### src/rtl/vend_pkg.sv
// Shared types and constants for the vending-machine credit controller.
package vend_pkg;

  localparam int unsigned CREDIT_W = 7;

  typedef enum logic {
    IDLE,
    CHANGE
  } state_t;

  localparam logic [CREDIT_W-1:0] COIN_10C_VAL  = 7'd1;
  localparam logic [CREDIT_W-1:0] COIN_50C_VAL  = 7'd5;
  localparam logic [CREDIT_W-1:0] COIN_100C_VAL = 7'd10;

  localparam int unsigned DEF_PRICE_APPLE  = 5;
  localparam int unsigned DEF_PRICE_BANANA = 3;
  localparam int unsigned DEF_PRICE_CARROT = 2;
  localparam int unsigned DEF_PRICE_DATE   = 7;
  localparam int unsigned DEF_CREDIT_MAX   = 99;

endpackage

### src/rtl/vend_credit_ctrl_bin2bcd99.sv
// Combinational 7-bit binary (0..99) to two-digit BCD converter.
module bin2bcd99
  import vend_pkg::*;
(
  input  logic [CREDIT_W-1:0] bin,
  output logic [7:0]          bcd
);

  logic [3:0] tens;
  logic [3:0] units;

  always_comb begin
    tens = '0;
    for (int unsigned t = 1; t < 10; t++) begin
      if (bin >= 7'(t * 10)) tens = 4'(t);
    end
    units = 4'(bin - 7'(tens) * 7'd10);
  end

  assign bcd = {tens, units};

endmodule

### src/rtl/vend_credit_ctrl.sv
// Vending-machine core: credit keeping, product dispense, refund sequencing, BCD credit out.
module vend_credit_ctrl
  import vend_pkg::*;
#(
  parameter int unsigned PRICE_APPLE  = DEF_PRICE_APPLE,
  parameter int unsigned PRICE_BANANA = DEF_PRICE_BANANA,
  parameter int unsigned PRICE_CARROT = DEF_PRICE_CARROT,
  parameter int unsigned PRICE_DATE   = DEF_PRICE_DATE,
  parameter int unsigned CREDIT_MAX   = DEF_CREDIT_MAX
) (
  input  logic       clk,
  input  logic       reset,
  input  logic       coin_10c,
  input  logic       coin_50c,
  input  logic       coin_100c,
  input  logic       sel_apple,
  input  logic       sel_banana,
  input  logic       sel_carrot,
  input  logic       sel_date,
  input  logic       cancel,
  output logic       apple,
  output logic       banana,
  output logic       carrot,
  output logic       date,
  output logic       error,
  output logic [7:0] credit,
  output logic       change_dime,
  output logic       coin_reject,
  output logic       busy
);

  state_t              state_q, state_d;
  logic [CREDIT_W-1:0] credit_q, credit_d;
  logic [3:0]          disp_q, disp_d;
  logic                err_q, err_d;
  logic                reject_q, reject_d;
  logic                dime_q, dime_d;
  logic [7:0]          bcd_q, bcd_d;

  logic [3:0]          sel_vec;
  logic [2:0]          coin_vec;
  logic                sel_any, sel_multi, coin_any, coin_multi;
  logic [CREDIT_W-1:0] price, coin_val;

  assign sel_vec    = {sel_apple, sel_banana, sel_carrot, sel_date};
  assign coin_vec   = {coin_10c, coin_50c, coin_100c};
  assign sel_any    = |sel_vec;
  assign sel_multi  = |(sel_vec & (sel_vec - 4'd1));
  assign coin_any   = |coin_vec;
  assign coin_multi = |(coin_vec & (coin_vec - 3'd1));

  always_comb begin
    price = 7'(PRICE_DATE);
    if (sel_apple)       price = 7'(PRICE_APPLE);
    else if (sel_banana) price = 7'(PRICE_BANANA);
    else if (sel_carrot) price = 7'(PRICE_CARROT);
  end

  always_comb begin
    coin_val = COIN_100C_VAL;
    if (coin_10c)      coin_val = COIN_10C_VAL;
    else if (coin_50c) coin_val = COIN_50C_VAL;
  end

  // CHANGE is held for one extra cycle after the last dime so that busy and
  // change_dime are only ever seen together with the CHANGE state.
  always_comb begin
    state_d  = state_q;
    credit_d = credit_q;
    disp_d   = '0;
    err_d    = 1'b0;
    reject_d = 1'b0;
    dime_d   = 1'b0;
    unique case (state_q)
      IDLE: begin
        if (cancel && credit_q != '0) begin
          state_d  = CHANGE;
          credit_d = credit_q - 7'd1;
          dime_d   = 1'b1;
          reject_d = coin_any;
        end else if (sel_multi) begin
          err_d    = 1'b1;
          reject_d = coin_any;
        end else if (sel_any) begin
          reject_d = coin_any;
          if (credit_q >= price) begin
            credit_d = credit_q - price;
            disp_d   = sel_vec;
          end else begin
            err_d = 1'b1;
          end
        end else if (coin_multi) begin
          reject_d = 1'b1;
          err_d    = 1'b1;
        end else if (coin_any) begin
          if (credit_q + coin_val <= 7'(CREDIT_MAX)) begin
            credit_d = credit_q + coin_val;
          end else begin
            reject_d = 1'b1;
            err_d    = 1'b1;
          end
        end
      end
      CHANGE: begin
        reject_d = coin_any;
        if (credit_q == '0) begin
          state_d = IDLE;
        end else begin
          credit_d = credit_q - 7'd1;
          dime_d   = 1'b1;
        end
      end
      default: state_d = IDLE;
    endcase
  end

  bin2bcd99 u_bcd (
    .bin (credit_d),
    .bcd (bcd_d)
  );

  always_ff @(posedge clk or negedge reset) begin
    if (!reset) begin
      state_q  <= IDLE;
      credit_q <= '0;
      disp_q   <= '0;
      err_q    <= 1'b0;
      reject_q <= 1'b0;
      dime_q   <= 1'b0;
      bcd_q    <= '0;
    end else begin
      state_q  <= state_d;
      credit_q <= credit_d;
      disp_q   <= disp_d;
      err_q    <= err_d;
      reject_q <= reject_d;
      dime_q   <= dime_d;
      bcd_q    <= bcd_d;
    end
  end

  assign {apple, banana, carrot, date} = disp_q;
  assign error       = err_q;
  assign coin_reject = reject_q;
  assign change_dime = dime_q;
  assign credit      = bcd_q;
  assign busy        = (state_q == CHANGE);

endmodule

### config.mk
export PLATFORM = sky130hd
export DESIGN_NAME = vend_credit_ctrl
export DESIGN_NICKNAME = d
export VERILOG_FILES = /design/src/rtl/vend_pkg.sv /design/src/rtl/vend_credit_ctrl_bin2bcd99.sv /design/src/rtl/vend_credit_ctrl.sv
export SDC_FILE = /design/constraint.sdc
export NUM_CORES = 1
export LEC_CHECK = 0
export CAP_MARGIN = 20
export CORE_UTILIZATION = 45
export DETAILED_ROUTE_END_ITERATION = 7
export HOLD_SLACK_MARGIN = 0.1
export MAX_ROUTING_LAYER = met4
export PLACE_DENSITY = 0.66
export SYNTH_ARGS = -nofsm -noshare
export SYNTH_HDL_FRONTEND = slang
export SYNTH_SLANG_ARGS = --single-unit
### constraint.sdc
create_clock -name clk -period 5.13 [get_ports clk]
set_input_delay 1.026 -clock clk [delete_from_list [all_inputs] [get_ports clk]]
set_output_delay 1.026 -clock clk [all_outputs]
set_load 0.05 [all_outputs]
# ---- Yosys cells after proc, flatten, opt, wreduce, memory -nomap -nowiden
# Index checks and enable logic that the tools add are counted.
dict set report word_totals {
  latch_bits 0
  ram_bits 0
  reg_bits 22
  input_bits 10
  out_inout_bits 16
  romBits 0
  mem_count 0
}
dict set report classes {
  n_shift 0
  bitwise 3
  magnitude_cmp 11
  n_addsub 6
  eq_ne 0
  n_div 0
  muxes 43
  mul 1
  n_reduce_logical 7
}
# op n
set ops {}
lappend ops {{2-to-1 mux 7 bit} 9}
lappend ops {{2-to-1 mux 4 bit} 9}
lappend ops {{greater-or-equal comparator 7 x 6 -> 1 bit (second input constant)} 3}
lappend ops {{greater-or-equal comparator 7 bit (second input constant)} 3}
lappend ops {{2-to-1 mux 3 bit} 6}
lappend ops {{greater-or-equal comparator 7 x 5 -> 1 bit (second input constant)} 2}
lappend ops {{2-to-1 mux 1 bit} 14}
lappend ops {{case mux 7 bit (2 select lines)} 1}
lappend ops {{OR reduction 4 bit} 2}
lappend ops {{adder 7 bit} 1}
lappend ops {{greater-or-equal comparator 7 x 4 -> 1 bit (second input constant)} 1}
lappend ops {{greater-or-equal comparator 7 bit} 1}
lappend ops {{less-or-equal comparator 7 bit (second input constant)} 1}
lappend ops {{logical NOT 7 bit} 1}
lappend ops {{nonzero test 7 bit} 1}
lappend ops {{subtractor 7 x 1 -> 7 bit (second input constant)} 1}
lappend ops {{subtractor 7 bit} 1}
lappend ops {{OR reduction 3 bit} 2}
lappend ops {{bitwise AND 4 bit} 1}
lappend ops {{multiplier 4 x 3 -> 3 bit (second input constant)} 1}
lappend ops {{2-to-1 mux 2 bit} 2}
lappend ops {{case mux 1 bit (2 select lines)} 2}
lappend ops {{subtractor 4 x 1 -> 4 bit (second input constant)} 1}
lappend ops {{subtractor 4 bit} 1}
lappend ops {{other kinds (4)} 4}

# ---- Longest topological paths before layout
# Gate-level depths: netlist (run 1).
dict set report logic_depth {
  word_depth 23
  depth_mapped 22
}

# ---- Modules after synthesis
# Synthesis (run 1) repeated with hierarchy kept, for this count alone.
dict set report unflattened {
  cells_unflattened 267
  area_unflattened_um2 2155.8
}
# mod seq_area_each_um2 instances area_per_inst_um2 cells_per_inst
set modules_own_cells {}
lappend modules_own_cells {vend_credit_ctrl 550.5 1 1924.3 229}
lappend modules_own_cells {bin2bcd99 0.0 1 231.5 38}

# ---- Worst setup path after synthesis (run 1)
# No wires, ideal clock.
dict set report synth_path {
  kind {input port to flip-flop}
  start {in coin_50c}
  end {reg bcd_q[3], in the netlist credit[3]}
  t_arrival_ns 5.307
  n_path_buf 1
  path_stages 22
  setup_slack_ns -0.244
  cell_sequence {buf_6 > nor2_8 > inv_4 > ha_1 > ha_1 > nor3_1 > nor3_2 > or2_4 > xor2_2 > o21ai_1 > a31oi_1 > a311oi_4 > inv_2 > nor2_4 > a31oi_1 > o21ai_0 > a22oi_1 > ha_1 > fa_1 > or3_1 > a221oi_1 > a32o_1}
}
dict set report synth_between {
  elab_chain_len 23
  word_cells_on_any_way 35
}
# item line_no
set synth_rtl {}
lappend synth_rtl {{from (decl)} vend_credit_ctrl.sv:14} ;# input logic coin_50c,
lappend synth_rtl {{2-to-1 mux 4 bit} vend_credit_ctrl.sv:62} ;# else if (coin_50c) coin_val = COIN_50C_VAL;
lappend synth_rtl {{2-to-1 mux 4 bit} vend_credit_ctrl.sv:61} ;# if (coin_10c) coin_val = COIN_10C_VAL;
lappend synth_rtl {{adder 7 bit} {vend_credit_ctrl.sv:96, vend_credit_ctrl.sv:97}}
lappend synth_rtl {{less-or-equal comparator 7 bit} vend_credit_ctrl.sv:96} ;# if (credit_q + coin_val <= 7'(CREDIT_MAX)) begin
lappend synth_rtl {{2-to-1 mux 7 bit} vend_credit_ctrl.sv:96}
lappend synth_rtl {{2-to-1 mux 7 bit} vend_credit_ctrl.sv:95} ;# end else if (coin_any) begin
lappend synth_rtl {{2-to-1 mux 7 bit *} vend_credit_ctrl.sv:92} ;# end else if (coin_multi) begin
lappend synth_rtl {{2-to-1 mux 7 bit *} vend_credit_ctrl.sv:84} ;# end else if (sel_any) begin
lappend synth_rtl {{[3 not listed]} n/a}
lappend synth_rtl {{named net credit_d[2]} vend_credit_ctrl.sv:33} ;# logic [CREDIT_W-1:0] credit_q, credit_d;
lappend synth_rtl {{[2 not listed]} n/a}
lappend synth_rtl {{2-to-1 mux 2 bit (2 in a row)} vend_credit_ctrl_bin2bcd99.sv:15} ;# if (bin >= 7'(t * 10)) tens = 4'(t);
lappend synth_rtl {{2-to-1 mux 3 bit (4 in a row)} vend_credit_ctrl_bin2bcd99.sv:15}
lappend synth_rtl {{2-to-1 mux 4 bit} vend_credit_ctrl_bin2bcd99.sv:15}
lappend synth_rtl {{2-to-1 mux 4 bit *} vend_credit_ctrl_bin2bcd99.sv:15}
lappend synth_rtl {{named net bcd_d[4]} vend_credit_ctrl.sv:38} ;# logic [7:0] bcd_q, bcd_d;
lappend synth_rtl {{multiplier 4 x 3 -> 3 bit *} vend_credit_ctrl_bin2bcd99.sv:17} ;# units = 4'(bin - 7'(tens) * 7'd10);
lappend synth_rtl {{subtractor 4 bit *} vend_credit_ctrl_bin2bcd99.sv:17}
lappend synth_rtl {{named net bcd_d[3]} vend_credit_ctrl.sv:38}
lappend synth_rtl {{to (signal assigned)} vend_credit_ctrl.sv:130} ;# bcd_q <= '0;
lappend synth_rtl {{to (signal assigned)} vend_credit_ctrl.sv:138} ;# bcd_q <= bcd_d;
lappend synth_rtl {{to (decl)} vend_credit_ctrl.sv:38}
# The timed path passes the listed nets; every way through them passes the cells marked *.

# ---- Worst setup path in the final report (run 1)
dict set report layout_path {
  start {in coin_10c}
  end {reg bcd_q[3], in the netlist credit[3]}
}
dict set report layout_between {
  elab_chain_len 22
  word_cells_on_any_way 34
}
# item line_no
set layout_rtl {}
lappend layout_rtl {{from (decl)} vend_credit_ctrl.sv:13} ;# input logic coin_10c,
lappend layout_rtl {{2-to-1 mux 4 bit} vend_credit_ctrl.sv:61}
lappend layout_rtl {{adder 7 bit} {vend_credit_ctrl.sv:96, vend_credit_ctrl.sv:97}}
lappend layout_rtl {{less-or-equal comparator 7 bit} vend_credit_ctrl.sv:96}
lappend layout_rtl {{2-to-1 mux 7 bit} vend_credit_ctrl.sv:96}
lappend layout_rtl {{2-to-1 mux 7 bit} vend_credit_ctrl.sv:95}
lappend layout_rtl {{2-to-1 mux 7 bit *} vend_credit_ctrl.sv:92}
lappend layout_rtl {{2-to-1 mux 7 bit *} vend_credit_ctrl.sv:84}
lappend layout_rtl {{2-to-1 mux 7 bit *} vend_credit_ctrl.sv:81} ;# end else if (sel_multi) begin
lappend layout_rtl {{[4 not listed]} n/a}
lappend layout_rtl {{2-to-1 mux 2 bit (2 in a row)} vend_credit_ctrl_bin2bcd99.sv:15}
lappend layout_rtl {{2-to-1 mux 3 bit (4 in a row)} vend_credit_ctrl_bin2bcd99.sv:15}
lappend layout_rtl {{2-to-1 mux 4 bit} vend_credit_ctrl_bin2bcd99.sv:15}
lappend layout_rtl {{2-to-1 mux 4 bit *} vend_credit_ctrl_bin2bcd99.sv:15}
lappend layout_rtl {{named net bcd_d[4]} vend_credit_ctrl.sv:38}
lappend layout_rtl {{multiplier 4 x 3 -> 3 bit *} vend_credit_ctrl_bin2bcd99.sv:17}
lappend layout_rtl {{subtractor 4 bit *} vend_credit_ctrl_bin2bcd99.sv:17}
lappend layout_rtl {{named net bcd_d[3]} vend_credit_ctrl.sv:38}
# Marked as above.

==> metrics.yaml, run 1 <==
status:
  outcome: "complete, no violations"
synthesis:
  synth.distinct_cells: 74
  postSynthAreaPerCell_um2: 8.27
  synth_warnings: 0
  synthCells: 282
  synthFlopType: "dfrtp_1"
  ys_seq_elements: 21
  synth_area_leader_cell: "dfrtp_1"
  syn-num-nets: 302
  netlist_area_um2: 2330
  synth.area.top_cells: "dfrtp_1 (23%), ha_1 (4.3%), nor2_1 (4.2%)"
  ys_seq_area_frac: 0.225
  synth_enable_flop_cells: 0
  async_reset_ff_frac: 1.00
  synth_top_area_frac: 0.225
timing:
  worst_slew_pin_slew_ns: 0.807
  min_period_ns: 5.08
  finalCritPeriodShare: 0.990
  hold_viol: 0
  timing.hold.ws_ns: 0.731
  setup_viol: 0
  clock.fmax_mhz: 197
  finalClockSkew_ns: 0.00463
  tns_ns: 0
  drv_slew: 0
  slew_headroom: 0.460
critical_path:
  critPathKind: "in2reg"
  end_kind: "flip-flop"
  critPathLaunchType: "primary input"
  required_ns: 5.33
  cp.arrival_ns: 5.28
  path_max_fanout: 4
floorplan:
  dieArea_um2: 5470
  coreArea_um2: 4850
  io-pin-count: 26
  num_rows: 25
  die_h_um: 74.0
  start_util: 0.481
  chipWidth_um: 74.0
place:
  port_buffers: 25
  hpwl_mm: 5.40
  gp_congestion: 0.968
  dp_cells: 428
  place_area_um2: 3110
clocking:
  cts_buffer_depth: 2
  clkSinkCount: 21
  cts.htree.levels: 1
  clock_latency_ns: 0.26
  clk_pin_slew_ns: 0.08
  cts_hold_buf: 0
  cts_tree: "done"
  cts_made_buffers: 3
  cts-root-buf: "clkbuf_8"
finish:
  finalInstanceArea_um2: 3330
  utilization: 0.687
  drive_gt1_frac: 0.372
  n_antenna_cell: 0
  instances_no_fill: 441
  final_nets: 395
  synthToLayoutAreaGrowth_pct: 42.9
global_route:
  grt_overflow_total: 0
  antenna_found_initial: 0
  grt_max_degree: 22
  grt_pass1_wl_mm: 11.7
  grt_pass1_vias: 2439
  track_usage: 0.293
power_and_ir_drop:
  leakage_nw: 1.44
  p_per_area_nw_per_um2: 802
  ir_drop_mv: 0.497
detailed_routing:
  vias_per_cell: 5.98
  final_antenna_net_count: 0
  drt_iter0_drc: 211
  drc: 0
  wl_per_cell_um: 17.0
  via_count: 2638
  drt-pass1-iter-count: 5
  wirelength_mm: 7.48
worst_hold_path:
  holdCritPathClass: "reg2reg"
flow_run:
  drv_cap: 0
==> per-layer routing <==
layer / global-route usage / vias up / wire, µm
met5: - / - / 0
met4: 0.130 / 0 / 284
met3: 0.0366 / 33 / 547
met2: 0.460 / 144 / 3520
met1: 0.376 / 1233 / 3120
li1: - / 1228 / -
==> area by class of cell <==
| cell class | instances | area [µm²] |
|---|---|---|
| Inverter | 13 | 51.3 |
| Sequential cell | 21 | 526 |
| Tap cell | 67 | 83.8 |
| Timing Repair Buffer | 105 | 872 |
| Clock buffer | 3 | 41.3 |
| Clock inverter | 1 | 5.00 |
| Multi-Input combinational cell | 231 | 1750 |
| Fill cell | 396 | 1520 |
==> power breakdown <==
group / internal (W) / switching, W / total [W] / leakage, nW
Sequential: 0.000234 / 0.0000682 / 0.000303 / 0.261
Combinational: 0.00109 / 0.00117 / 0.00226 / 1.15
Clock: 0.0000542 / 0.0000558 / 0.000110 / 0.0255
==> cell usage after synthesis, drive strengths merged (3+ instances only) <==
cell type and n:
ha 8, o21a 6, nor2 29, o211ai 4, o31a 4, dfrtp 21, or2 7, nor3 14
a31oi 8, a21oi 16, a221oi 3, a211oi 5, and2 4, nand3b 3, buf 11, clkbuf 6
o21ai 23, xor2 3, nand3 4, mux2i 4, nor2b 4, nand2b 3, inv 13, or3 6
xnor2 9, nand2 23, and3 3
==> sequential cells by signal, indices dropped and copies added, names as in the netlist <==
name,count
credit_q,6
change_dime,1
error,1
coin_reject,1
credit,8
disp_q,4
==> metrics by stage <==
| step | worst slack, ns | total power, W |
|---|---|---|
| floorplan | 0.00513 | 0.00157 |
| global placement | -0.437 | 0.00230 |
| detailed placement | -0.533 | 0.00232 |
| CTS | 0.0148 | 0.00247 |
| global route | -0.0922 | 0.00287 |
| finish | 0.0505 | 0.00267 |
==> placed cells by master (no fill, tap or decap), drive strengths merged, types with 4 or more instances in the layout <==
master	synthesis	final
nor3	14	14
dfrtp	21	21
buf	11	80
clkdlybuf4s50	0	20
o211ai	4	4
or2	7	7
mux2i	4	4
nor2b	4	4
a31oi	8	8
a21oi	16	16
xnor2	9	9
o31a	4	4
o21a	6	6
nand2	23	23
ha	8	8
or3	6	6
a211oi	5	5
clkbuf	6	5
nand3	4	4
o21ai	23	23
and2	4	4
nor2	29	29
inv	13	13
==> worst max-delay path, cell delays in order <==
cell	delay [ns]
clkbuf_2	0.13
nor2_8	0.16
inv_4	0.04
ha_2	0.18
buf_4	0.15
o21a_1	0.19
a21oi_2	0.19
xnor2_2	0.15
mux2i_2	0.36
o21ai_2	0.17
a2111oi_4	0.41
a311oi_4	0.09
or3_1	0.38
o21ai_0	0.15
a22oi_1	0.18
ha_2	0.21
fa_2	0.34
or3_4	0.39
a221oi_2	0.23
a32o_1	0.15
==> logic make-up (layout without fill, tap and decap cells) <==
| kind of cell | Yosys count | in the layout | share of synthesized area |
|---|---|---|---|
| and+or+nand+nor | 108 | 108 | 0.256 |
| DFF | 21 | 21 | 0.225 |
| AOI/OAI and AO/OA | 95 | 95 | 0.311 |
| buffers and inverters | 30 | 122 | 0.0682 |
| muxes | 4 | 4 | 0.0188 |
| xor gates and xnor gates | 12 | 12 | 0.0515 |
| adders and majority gates | 12 | 12 | 0.0687 |
==> timing repair <==
action	in CTS	in global routing
hold endpoints to repair	0	0
setup endpoints to repair	1	1
gates resized for setup	2	27
setup buffers	3	5
pin swaps	1	16
==> worst paths after layout <==
kind | from | endpoint | slack (ns) | depth (start not counted)
setup / recovery | coin_10c | credit[3] | 0.05 | 20
hold reg to reg | credit[0] | credit[0] | 0.73 | 1
max in group asynchronous | reset | credit[6] | 3.68 | 2
min in group asynchronous | reset | disp_q[0] | 1.04 | 1
setup reg to reg | credit[0] | credit[3] | 0.31 | 17
hold / removal | credit[0] | credit[0] | 0.73 | 1
Power figures use the tool's default switching activity.
==> inputs of run 2 (changes only) <==
- CTS_BUF_LIST: default -> sky130_fd_sc_hd__clkbuf_16
==> metrics.yaml, run 2 (same netlist as run 1, synthesis figures left out) <==
power_and_ir_drop:
  p_per_area_nw_per_um2: 809  # +0.85%
  ir_drop_mv: 0.488  # -1.8%
  power.total_w: 0.00273  # +2.3%
  leakage_nw: 1.44  # +0.26%
clocking:
  cts-root-buf: "clkbuf_16"
  cts_tree: "done"
  cts.htree.levels: 1  # unchanged
  clock_latency_ns: 0.26  # about the same
  clk_pin_slew_ns: 0.06  # -0.02 ns
  clkSinkCount: 21  # unchanged
  cts_made_buffers: 3  # unchanged
  cts_buffer_depth: 2  # unchanged
  cts_hold_buf: 0  # unchanged
detailed_routing:
  final_antenna_net_count: 0  # unchanged
  wl_per_cell_um: 17.1  # +0.56%
  wirelength_mm: 7.50  # +0.33%
  vias_per_cell: 6.00  # +0.38%
  drt_iter0_drc: 222  # +5.2%
  drt-pass1-iter-count: 5  # unchanged
  via_count: 2642  # +0.15%
  drc: 0  # unchanged
critical_path:
  critPathMaxStageDelay_ns: 0.50  # +0.09 ns
  worstRegToRegCells: 19  # +2
  rrSetupSlack_ns: 0.41  # +0.10 ns
  endpoint: "credit[3]"
  critPathKind: "in2reg"
  cp_cell_sequence: "clkdlybuf4s50_1, nor2_1, nand2_1, ha_2, nand2b_4, buf_4, a21oi_1, o21ai_2, nand2_1, o21ai_0, a32o_2, a311oi_4, buf_4, mux2i_1, a221o_1, a22oi_1, ha_2, fa_2, or3_4, a221oi_2, a32o_1"
  required_ns: 5.32  # about the same
  cp.arrival_ns: 5.19  # -0.09 ns
  end_kind: "flip-flop"
  path_max_fanout: 5  # +1
  crit-reg2reg-capture: "credit[3]"
  crit_path_top_delay_cell: "clkdlybuf4s50_1"
  critPathLaunchType: "primary input"
  crit_start: "sel_apple"
  r2r_start: "credit[0]"
global_route:
  grt_overflow_total: 0  # unchanged
  antenna_found_initial: 0  # unchanged
  track_usage: 0.287  # -0.00531
  grt_pass1_wl_mm: 11.6  # -1.0%
  grt_max_degree: 22  # unchanged
  grt_pass1_vias: 2414  # -1.0%
finish:
  final_nets: 394  # -0.25%
  multi_input_area_um2: 1780  # +1.5%
  n_antenna_cell: 0  # unchanged
  drive_gt1_frac: 0.367  # -0.00437
  final_common_cell: "buf_4"
  final_cell_mix: "buf_4 (78), nor2_1 (25), nand2_1 (23)"
  nFillCells: 380  # -4.0%
  synthToLayoutAreaGrowth_pct: 44.9
  largest_reg_flops: 8  # unchanged
  register_area_um2: 526  # unchanged
  instances_no_fill: 440  # -0.23%
timing:
  slew_headroom: 0.453  # -0.00677
  finalCritPeriodShare: 0.975  # -0.0153
  worst_slew_pin_slew_ns: 0.818  # +0.0101 ns
  hold_viol: 0  # unchanged
  finalClockSkew_ns: 0.00569  # +0.00106 ns
  setup_viol: 0  # unchanged
  min_period_ns: 5.00  # -0.0786 ns
  clock.fmax_mhz: 200  # +1.6%
  drv_slew: 0  # unchanged
  timing.hold.ws_ns: 0.728  # -0.00319 ns
floorplan:
  die_h_um: 74.0  # unchanged
  chipWidth_um: 74.0  # unchanged
  num_rows: 25  # unchanged
  dieArea_um2: 5470  # unchanged
  start_util: 0.481  # unchanged
  coreArea_um2: 4850  # unchanged
  io-pin-count: 26  # unchanged
place:
  hpwl_mm: 5.40  # unchanged
  gp_congestion: 0.968  # unchanged
  dp_cells: 428  # unchanged
  port_buffers: 25  # unchanged
status:
  outcome: "complete, no violations"
flow_run:
  drv_cap: 0  # unchanged
worst_hold_path:
  holdCritPathClass: "reg2reg"
run 2: cell count changes in the layout (fill, tap and decap cells not counted), sizes merged:
cell / previous run / this run
clkdlybuf4s50: 20 / 21
dlymetal6s2s: 3 / 2
clkbuf: 5 / 4
run 2: report_power, final:
part | leakage (nW) | internal [W] | switching, W
Clock | 0.0409 | 0.000105 | 0.0000630
Combinational | 1.14 | 0.00110 | 0.00117
Sequential | 0.261 | 0.000235 | 0.0000690
run 2: through the flow:
stage	instance area (µm²)	setup WS, ns	util	TNS [ns]
2_1_floorplan	2350	0.00513	-	0
3_3_place_gp	3110	-0.437	0.642	-0.443
3_5_place_dp	3110	-0.533	0.642	-0.600
4_1_cts	3210	0.00384	0.663	0
5_1_grt	3380	-0.0484	0.697	-0.0484
6_report	3380	0.129	0.697	0
run 2: repair_timing:
action / CTS / global route
setup endpoints to repair: 1 / 1
endpoints found under the hold margin: 0 / 0
pin swaps: 1 / 13
setup buffers: 3 / 4
cloned: 0 / 0
resized for setup: 2 / 28
run 2: area by class of cell:
class / count / area share
flip-flops and latches: 21 / 0.156
clock inverters: 1 / 0.00148
well taps: 67 / 0.0248
repair buffers: 104 / 0.254
clock buffers: 3 / 0.0222
inverters: 13 / 0.0152
multi-input cells: 231 / 0.527
run 2: how the worst min path moves through the flow:
| stage | depth (start not counted) | end | slack, ns | from |
|---|---|---|---|---|
| 3_3_place_gp | 1 | credit[0] | 0.69 | credit[0] |
| 3_5_place_dp | 1 | credit[0] | 0.72 | credit[0] |
| 5_1_grt | 1 | credit[0] | 0.76 | credit[0] |
| 2_1_floorplan | 1 | credit[0] | 0.58 | credit[0] |
| 4_1_cts | 1 | credit[0] | 0.73 | credit[0] |
| 6_report | 1 | credit[0] | 0.73 | credit[0] |
run 2: critical path: cells and delay by family:
family	cells	cell delay [ns]
buffers and inverters	3	0.80
muxes	1	0.17
AOI/OAI and AO/OA	9	1.58
and+or+nand+nor	5	0.78
adders and majority gates	3	0.83
run 2: layer usage:
layer,part of all wire,wire [µm],global-route usage
met5,0,0,-
met2,0.48,3570,0.455
met1,0.40,3030,0.373
met3,0.092,691,0.0461
met4,0.028,210,0.0962
==> inputs of run 3 (changes only) <==
- CTS_CLUSTER_SIZE: default -> 28
==> results of run 3 <==
Same layout as run 2: the final DEF is identical, and so are final timing and power.
